`src/rtl/max_pool_module_generic_pkg.sv`:
```
// Shared definitions for the max-pooling pipeline stage: widest supported pixel,
// an unsigned max helper, and elaboration-time parameter legality helpers.
package pool_pkg;

    localparam int unsigned MAX_BITWIDTH = 64;

    typedef logic [MAX_BITWIDTH-1:0] word_t;

    // Callers zero-extend narrower pixels, so the compare stays unsigned.
    function automatic word_t umax(input word_t a, input word_t b);
        return (a > b) ? a : b;
    endfunction

    function automatic bit isMultiple(input int value, input int base);
        return (base > 0) && ((value % base) == 0);
    endfunction

    function automatic int idxWidth(input int count);
        return (count > 1) ? $clog2(count) : 1;
    endfunction

endpackage

```
`src/rtl/max_pool_module_generic_if.sv`:
```
// Pixel stream into the pooling stage and pooled-maximum stream out of it.
interface max_pool_module_generic_if #(
    parameter int bitwidth = 8
);
    logic [bitwidth-1:0] data_in;
    logic                isValid;
    logic [bitwidth-1:0] data_out;
    logic                outValid;
    logic                outLast;

    modport master (
        output data_in, isValid,
        input  data_out, outValid, outLast
    );

    modport slave (
        input  data_in, isValid,
        output data_out, outValid, outLast
    );
endinterface

```
`src/rtl/max_pool_module_generic_pool_counter.sv`:
```
// Raster position generator: tracks where the next valid pixel falls inside
// its pooling window and block row, wrapping back to (0,0) after each frame.
module pool_counter
    import pool_pkg::*;
#(
    parameter int filterWidth = 3,
    parameter int imageWidth  = 6,
    parameter int imageHeight = 6,
    localparam int BLOCKS  = imageWidth / filterWidth,
    localparam int BROWS   = imageHeight / filterWidth,
    localparam int COL_W   = idxWidth(filterWidth),
    localparam int BLK_W   = idxWidth(BLOCKS),
    localparam int BROW_W  = idxWidth(BROWS)
) (
    input  logic             clock,
    input  logic             reset_n,
    input  logic             isValid_i,
    output logic             windowStart_o,
    output logic             windowEnd_o,
    output logic [BLK_W-1:0] blockIdx_o,
    output logic             frameEnd_o
);

    localparam logic [COL_W-1:0]  COL_LAST  = COL_W'(filterWidth - 1);
    localparam logic [BLK_W-1:0]  BLK_LAST  = BLK_W'(BLOCKS - 1);
    localparam logic [BROW_W-1:0] BROW_LAST = BROW_W'(BROWS - 1);

    logic [COL_W-1:0]  colInBlock_q, colInBlock_d;
    logic [BLK_W-1:0]  blockIdx_q,   blockIdx_d;
    logic [COL_W-1:0]  rowInBlock_q, rowInBlock_d;
    logic [BROW_W-1:0] blockRow_q,   blockRow_d;

    // Nested wrap: column within window, then block, then row within window, then block row.
    always_comb begin
        colInBlock_d = colInBlock_q;
        blockIdx_d   = blockIdx_q;
        rowInBlock_d = rowInBlock_q;
        blockRow_d   = blockRow_q;
        if (isValid_i) begin
            if (colInBlock_q == COL_LAST) begin
                colInBlock_d = '0;
                if (blockIdx_q == BLK_LAST) begin
                    blockIdx_d = '0;
                    if (rowInBlock_q == COL_LAST) begin
                        rowInBlock_d = '0;
                        blockRow_d   = (blockRow_q == BROW_LAST) ? '0 : blockRow_q + 1'b1;
                    end else begin
                        rowInBlock_d = rowInBlock_q + 1'b1;
                    end
                end else begin
                    blockIdx_d = blockIdx_q + 1'b1;
                end
            end else begin
                colInBlock_d = colInBlock_q + 1'b1;
            end
        end
    end

    always_ff @(posedge clock) begin
        if (!reset_n) begin
            colInBlock_q <= '0;
            blockIdx_q   <= '0;
            rowInBlock_q <= '0;
            blockRow_q   <= '0;
        end else begin
            colInBlock_q <= colInBlock_d;
            blockIdx_q   <= blockIdx_d;
            rowInBlock_q <= rowInBlock_d;
            blockRow_q   <= blockRow_d;
        end
    end

    assign windowStart_o = (rowInBlock_q == '0) && (colInBlock_q == '0);
    assign windowEnd_o   = (rowInBlock_q == COL_LAST) && (colInBlock_q == COL_LAST);
    assign blockIdx_o    = blockIdx_q;
    assign frameEnd_o    = windowEnd_o && (blockIdx_q == BLK_LAST) && (blockRow_q == BROW_LAST);

endmodule

```
`src/rtl/max_pool_module_generic.sv`:
```
// Streaming non-overlapping max pooling: one running max per window of the
// current block row, emitted one cycle after the window's last pixel.
module max_pool_module_generic
    import pool_pkg::*;
#(
    parameter int bitwidth    = 8,
    parameter int filterWidth = 3,
    parameter int imageWidth  = 6,
    parameter int imageHeight = 6
) (
    input  logic clock,
    input  logic reset_n,
    max_pool_module_generic_if.slave bus
);

    localparam int BLOCKS = imageWidth / filterWidth;
    localparam int BLK_W  = idxWidth(BLOCKS);

    typedef logic [bitwidth-1:0] pixel_t;

    if (filterWidth < 2) begin : gFilterCheck
        $error("filterWidth must be at least 2");
    end
    if (!isMultiple(imageWidth, filterWidth)) begin : gWidthCheck
        $error("imageWidth must be a multiple of filterWidth");
    end
    if (!isMultiple(imageHeight, filterWidth)) begin : gHeightCheck
        $error("imageHeight must be a multiple of filterWidth");
    end
    if (bitwidth < 1 || bitwidth > MAX_BITWIDTH) begin : gBitwidthCheck
        $error("bitwidth out of supported range");
    end

    logic             windowStart;
    logic             windowEnd;
    logic             frameEnd;
    logic [BLK_W-1:0] blockIdx;

    pool_counter #(
        .filterWidth (filterWidth),
        .imageWidth  (imageWidth),
        .imageHeight (imageHeight)
    ) uCounter (
        .clock         (clock),
        .reset_n       (reset_n),
        .isValid_i     (bus.isValid),
        .windowStart_o (windowStart),
        .windowEnd_o   (windowEnd),
        .blockIdx_o    (blockIdx),
        .frameEnd_o    (frameEnd)
    );

    pixel_t acc_q [BLOCKS];
    pixel_t runningMax_d;
    pixel_t dataOut_q;
    logic   outValid_q;
    logic   outLast_q;

    assign runningMax_d = pixel_t'(umax(MAX_BITWIDTH'(acc_q[blockIdx]), MAX_BITWIDTH'(bus.data_in)));

    // A window start overwrites the slot so nothing leaks in from the previous block row.
    always_ff @(posedge clock) begin
        if (!reset_n) begin
            for (int i = 0; i < BLOCKS; i++) begin
                acc_q[i] <= '0;
            end
            dataOut_q  <= '0;
            outValid_q <= 1'b0;
            outLast_q  <= 1'b0;
        end else begin
            outValid_q <= 1'b0;
            outLast_q  <= 1'b0;
            if (bus.isValid) begin
                acc_q[blockIdx] <= windowStart ? bus.data_in : runningMax_d;
                if (windowEnd) begin
                    dataOut_q  <= runningMax_d;
                    outValid_q <= 1'b1;
                    outLast_q  <= frameEnd;
                end
            end
        end
    end

    assign bus.data_out = dataOut_q;
    assign bus.outValid = outValid_q;
    assign bus.outLast  = outLast_q;

endmodule

```
`src/flat_wrapper.sv`:
```
// flat-port wrapper written by rule: the top's interface ports become plain ports
module max_pool_module_generic_flat import pool_pkg::*;
#(
    parameter int bitwidth    = 8,
    parameter int filterWidth = 3,
    parameter int imageWidth  = 6,
    parameter int imageHeight = 6
)
  (clock, reset_n, bus_data_in, bus_isValid, bus_data_out, bus_outValid, bus_outLast);
  max_pool_module_generic_if #(.bitwidth(bitwidth)) bus_i ();
  input  logic clock;
  input  logic reset_n;
  input wire logic [$bits(bus_i.data_in)-1:0] bus_data_in;
  input wire logic [$bits(bus_i.isValid)-1:0] bus_isValid;
  output wire logic [$bits(bus_i.data_out)-1:0] bus_data_out;
  output wire logic [$bits(bus_i.outValid)-1:0] bus_outValid;
  output wire logic [$bits(bus_i.outLast)-1:0] bus_outLast;
  assign bus_i.data_in = bus_data_in;
  assign bus_i.isValid = bus_isValid;
  assign bus_data_out = bus_i.data_out;
  assign bus_outValid = bus_i.outValid;
  assign bus_outLast = bus_i.outLast;
  max_pool_module_generic #(.bitwidth(bitwidth), .filterWidth(filterWidth), .imageWidth(imageWidth), .imageHeight(imageHeight)) u_core (.clock(clock), .reset_n(reset_n), .bus(bus_i));
endmodule
```
`config.mk`:
```
export PLATFORM = sky130hd
export DESIGN_NAME = max_pool_module_generic_flat
export DESIGN_NICKNAME = d
export VERILOG_FILES = /design/src/rtl/max_pool_module_generic_pkg.sv /design/src/rtl/max_pool_module_generic_if.sv /design/src/rtl/max_pool_module_generic_pool_counter.sv /design/src/rtl/max_pool_module_generic.sv /design/src/flat_wrapper.sv
export SDC_FILE = /design/constraint.sdc
export NUM_CORES = 1
export LEC_CHECK = 0
export BUFFER_PORTS_ARGS = -buffer_cell sky130_fd_sc_hd__buf_2
export CAP_MARGIN = 20
export CORE_MARGIN = 1
export CORE_UTILIZATION = 55
export DETAILED_ROUTE_END_ITERATION = 8
export HOLD_SLACK_MARGIN = 0.12
export PLACE_DENSITY_LB_ADDON = 0.08
export RECOVER_POWER = 50
export SLEW_MARGIN = 10
export SYNTH_ARGS = -nofsm -noshare
export SYNTH_HDL_FRONTEND = slang
export SYNTH_SLANG_ARGS = --single-unit
```
`constraint.sdc`:
```
create_clock -name clock -period 4.45 [get_ports clock]
set_input_delay 0.2225 -clock clock [delete_from_list [all_inputs] [get_ports clock]]
set_output_delay 0.2225 -clock clock [all_outputs]
set_load 0.05 [all_outputs]
```
======== Yosys cells after proc, flatten, opt, wreduce, memory -nomap -nowiden ========
Memories as Yosys holds them, arrays and structs flattened. A register that Yosys moved wholly into a read port is not among the register bits.
Cells that the tools add are included.
storage, ports and cells
  flip-flop bits (word level) ............. 16
  bits in writable memories ............... 16
  input port bits ......................... 11
  output and inout port bits .............. 10
  word-level logic and storage cells ...... 44
  memories ................................ 1
cells by class
  add/sub/neg operators ................... 4
  magnitude comparators ................... 1
  equality and inequality tests ........... 2
  mux-type cells .......................... 16
  reduce and logical (&&, ||, !) cells .... 13
memories
  memory        words  bits a word  read ports  clocked after Yosys merged registers in  wr ports  line                           source
  u_core.acc_q  2      8            1           1                                        2         max_pool_module_generic.sv:53  pixel_t acc_q [BLOCKS];
operators by type and width
  operator                                     count
  2-to-1 mux 8 bit                             3
  2-to-1 mux 1 bit                             11
  > comparator 8 bit                           1
  OR reduction 8 bit                           1
  AND reduction 2 bit                          3
  AND reduction 3 bit                          2
  adder 2 x 1 -> 2 bit, second input constant  2
  == test 2 bit, second input constant         2
  logical AND 1 bit                            4
  zero test 2 bit                              2
  2-to-1 mux 2 bit                             2
  AND reduction 4 bit                          1
  adder 1 bit, second input constant           2

======== Depth between registers and ports, before layout ========
  depth after elaboration ................. 5
  mapped depth ............................ 12
  depth with buffers taken out ............ 8

======== Modules after synthesis ========
A second synthesis with hierarchy kept.
second synthesis, totals
  cells, all modules ...................... 165
  area, all modules ....................... 1735.4 um2
modules (own cells, without submodules)
  module                   instances  cells an instance  area each (um2)  sequential area each (um2)
  max_pool_module_generic  1          136                1450.1           680.7
  pool_counter             1          29                 285.3            120.1

======== Worst setup path after synthesis ========
No wires, ideal clock.
  kind .................................... register -> register
  start point ............................. register (tool-made name)
  end point ............................... memory u_core.acc_q[1][6] (netlist bit), data pin
  library setup time ...................... 0.263 ns
  arrival ................................. 2.476 ns
  data required time ...................... 4.187 ns
  path slack .............................. 1.711 ns
  cell stages (with the launch flop) ...... 13
  buffers on the path ..................... 4
  period minus slack after synthesis ...... 2.739 ns
  cells stage by stage .................... dfxtp_1 clkbuf_1 mux2_2 ha_1 nor2b_1 o211ai_1 a211o_1 buf_6 and2_4 buf_6 buf_2 nor3b_2 nor3_1
RTL lines
  what              line
  end: declaration  max_pool_module_generic.sv:53

==> impl_metrics.ini <==
[place]
numPortBuffers = 20
hpwl_um = 2540
dp_cells = 221
dpl_cell_area_um2 = 1800
globalplace.congestion = 0.844

[timing]
finalSetupViolCount = 0
slew_headroom_pct = 39.5
worstMarginPinSlew_ps = 900
hold_violations = 0
max_freq_mhz = 356
period_share_pct = 63.1
skew_ps = 11.0
rsz0062_at_grt = no
fin_tns_setup_ps = 0
drv_slew = 0
period_minus_slack_ps = 2810

[layout]
syn2layout_area_growth_pct = 7.78
seqCellArea_um2 = 821
fin_nets = 216
stdcell_area_um2 = 1840
multiInputGateArea_um2 = 811
drive_gt1_share_pct = 14.1
finalNonFillerCells = 229
diodes = 0
n_fill_cell = 250

[clock_network]
cts_resized = 0
cts_sinks = 33
clockBufferDepth = 2
path_clk_slew_ps = 100
cts_setup_buffers = 0
cts_made_buffers = 5
root_buffer = clkbuf_4
clock_latency_ps = 340
cts_tree = built
hold_buffers = 0
h-tree-depth = 2

[status]
status = finished with violations
violations = design-rule violations

[worst_hold_path]
hp-class = in2reg
worstHoldStart = bus_data_in[0]

[worst_setup_path]
reg2reg_to = u_core.acc_q[1][1]
path_max_fanout = 16
crit_chain = mux2_2 -> ha_1 -> nand4_2 -> a211o_1 -> and2_4 -> nor3b_1 -> nor3_1
crit_path_max_incr_delay_ps = 570
r2r_slack_ps = 1640
cp-start-kind = flop
ff2ff_path_depth = 7
cp.arrival_ps = 2890
required_ps = 4530
crit_path_end_kind = flop
crit_end = u_core.acc_q[1][1]
crit_type = reg2reg
critPathSlowestCell = dfxtp_1

[power_and_ir_drop]
vdd_drop_max_v = 0.000221
powerDensity_nw_per_um2 = 325
p_leak_nw = 0.732
p_total_w = 0.000597

[detailed_routing]
drc_errors = 1
wl_um = 3470
vias_per_cell = 5.87
firstDrtPassIters = 6
drt-initial-drc-count = 46
vias = 1345
ant_nets = 0
post_drt_wl_per_cell_um = 15.2

[global_routing]
grt_usage_pct = 23.7
grt_pass1_vias = 1303
grt_pass1_wl_um = 5820
gr-usage-met1_pct = 29.3
grt_util_met2_pct = 37.0
grt.busiest_layer = met2
antenna_found_initial = 0
grt_max_degree = 17
overflow = 0
gr-usage-met3_pct = 7.37

[yosys]
synth_common_cells = nand2_1, dfxtp_1, nor3_1, edfxtp_1, o21ai_0
yosys-top-cells-area = edfxtp_1, dfxtp_1, ha_1, nor3_1, o21ai_0
yosysUniqueCellTypes = 31
synth_area_um2 = 1710
synthFlopType = dfxtp_1
syn-num-nets = 196
synth-edff-count = 16
async_flop_share_pct = 0
synth_seq_cells = 33
netlist_instances = 177
syn_area_per_cell_um2 = 9.63
synth.most_common_cell = nand2_1
synth.largest_area_cell = edfxtp_1
synth_seq_area_share_pct = 48.1
yosysWarnings = 0
yosys.area.top_type_share_pct = 28.2

[die]
core_region_area_um2 = 2850
start_util_pct = 59.8
die_h_um = 57.7
die_w_um = 57.7
num_rows = 19
io_pins = 21
die_area_um2 = 3330

[job]
max-cap-violations = 0
==> worst min path at each step <==
stage / slack [ps] / end / depth (start not counted)
finish: 180 / u_core.bus.data_out[0] / 3
floorplan: 370 / u_core.bus.data_out[0] / 2
detailed placement: 440 / u_core.bus.data_out[5] / 2
global placement: 430 / u_core.bus.data_out[7] / 2
global route: 220 / u_core.bus.data_out[0] / 3
CTS: 170 / u_core.bus.data_out[0] / 3
==> cell type report <==
| type | count | share of cell area [%] |
|---|---|---|
| repair buffers | 20 | 4.77 |
| clock buffers | 5 | 2.04 |
| multi-input cells | 129 | 44.1 |
| well taps | 31 | 2.11 |
| clock inverters | 3 | 0.681 |
| flip-flops and latches | 33 | 44.7 |
| inverters | 8 | 1.63 |
==> sequential cells by signal (all words and copies together) (netlist names), named ones only <==
| signal | count |
|---|---|
| u_core.bus.outLast | 1 |
| u_core.uCounter.blockIdx_o | 1 |
| u_core.bus.data_out | 8 |
| u_core.uCounter.colInBlock_q | 2 |
| u_core.acc_q | 16 |
| u_core.uCounter.rowInBlock_q | 2 |
| u_core.bus.outValid | 1 |
| u_core.uCounter.blockRow_q | 1 |
==> per-layer routing <==
| metal | part of all wire [%] | up-vias |
|---|---|---|
| li1 | - | 679 |
| met1 | 44 | 614 |
| met2 | 47 | 38 |
| met4 | 3.3 | 0 |
| met3 | 5.3 | 14 |
| met5 | 0 | - |
==> power by group <==
| part | switching, W | internal [W] |
|---|---|---|
| Combinational | 0.0000648 | 0.0000368 |
| Sequential | 0.00000494 | 0.000330 |
| Clock | 0.000104 | 0.0000570 |
==> cells by family (layout without fill, tap and decap cells) <==
family	count (synthesis)	count (layout)	share of synthesized area (%)
xor gates and xnor gates	1	1	0.514
and+or+nand+nor	76	76	23.8
buffers and inverters	15	36	4.33
adders and majority gates	8	8	5.87
DFF	33	33	48.1
AOI/OAI and AO/OA	34	34	11.0
muxes	10	10	6.38
==> cell usage in the layout, fill, tap and decap left out, types with 3 or more instances in the layout <==
| master | count |
|---|---|
| o21ai_0 | 16 |
| nand2_1 | 19 |
| nand3_1 | 12 |
| a21oi_1 | 12 |
| nor3_1 | 17 |
| ha_1 | 8 |
| clkbuf_4 | 5 |
| mux2_2 | 7 |
| nor2_1 | 6 |
| dfxtp_1 | 17 |
| mux2i_1 | 3 |
| edfxtp_1 | 16 |
| nor2b_1 | 4 |
| a21boi_0 | 3 |
| and2_0 | 3 |
| clkbuf_1 | 10 |
| nor3b_1 | 5 |
| inv_1 | 8 |
| buf_2 | 10 |
==> critical path, delay by kind of cell (launching register included) <==
kind	cells	cell delay, ps
AOI/OAI and AO/OA	1	410
muxes	1	430
and+or+nand+nor	4	800
DFF	1	570
adders and majority gates	1	350
==> metrics by stage <==
step	util (%)	worst slack, ps	hold WS (ps)
4_1_cts	64.9	1650	168
6_report	64.4	1640	177
2_1_floorplan	-	1710	370
3_5_place_dp	63.1	1660	444
5_1_grt	64.4	1410	220
3_3_place_gp	63.1	1760	430
(Power assumes the default switching activity.)
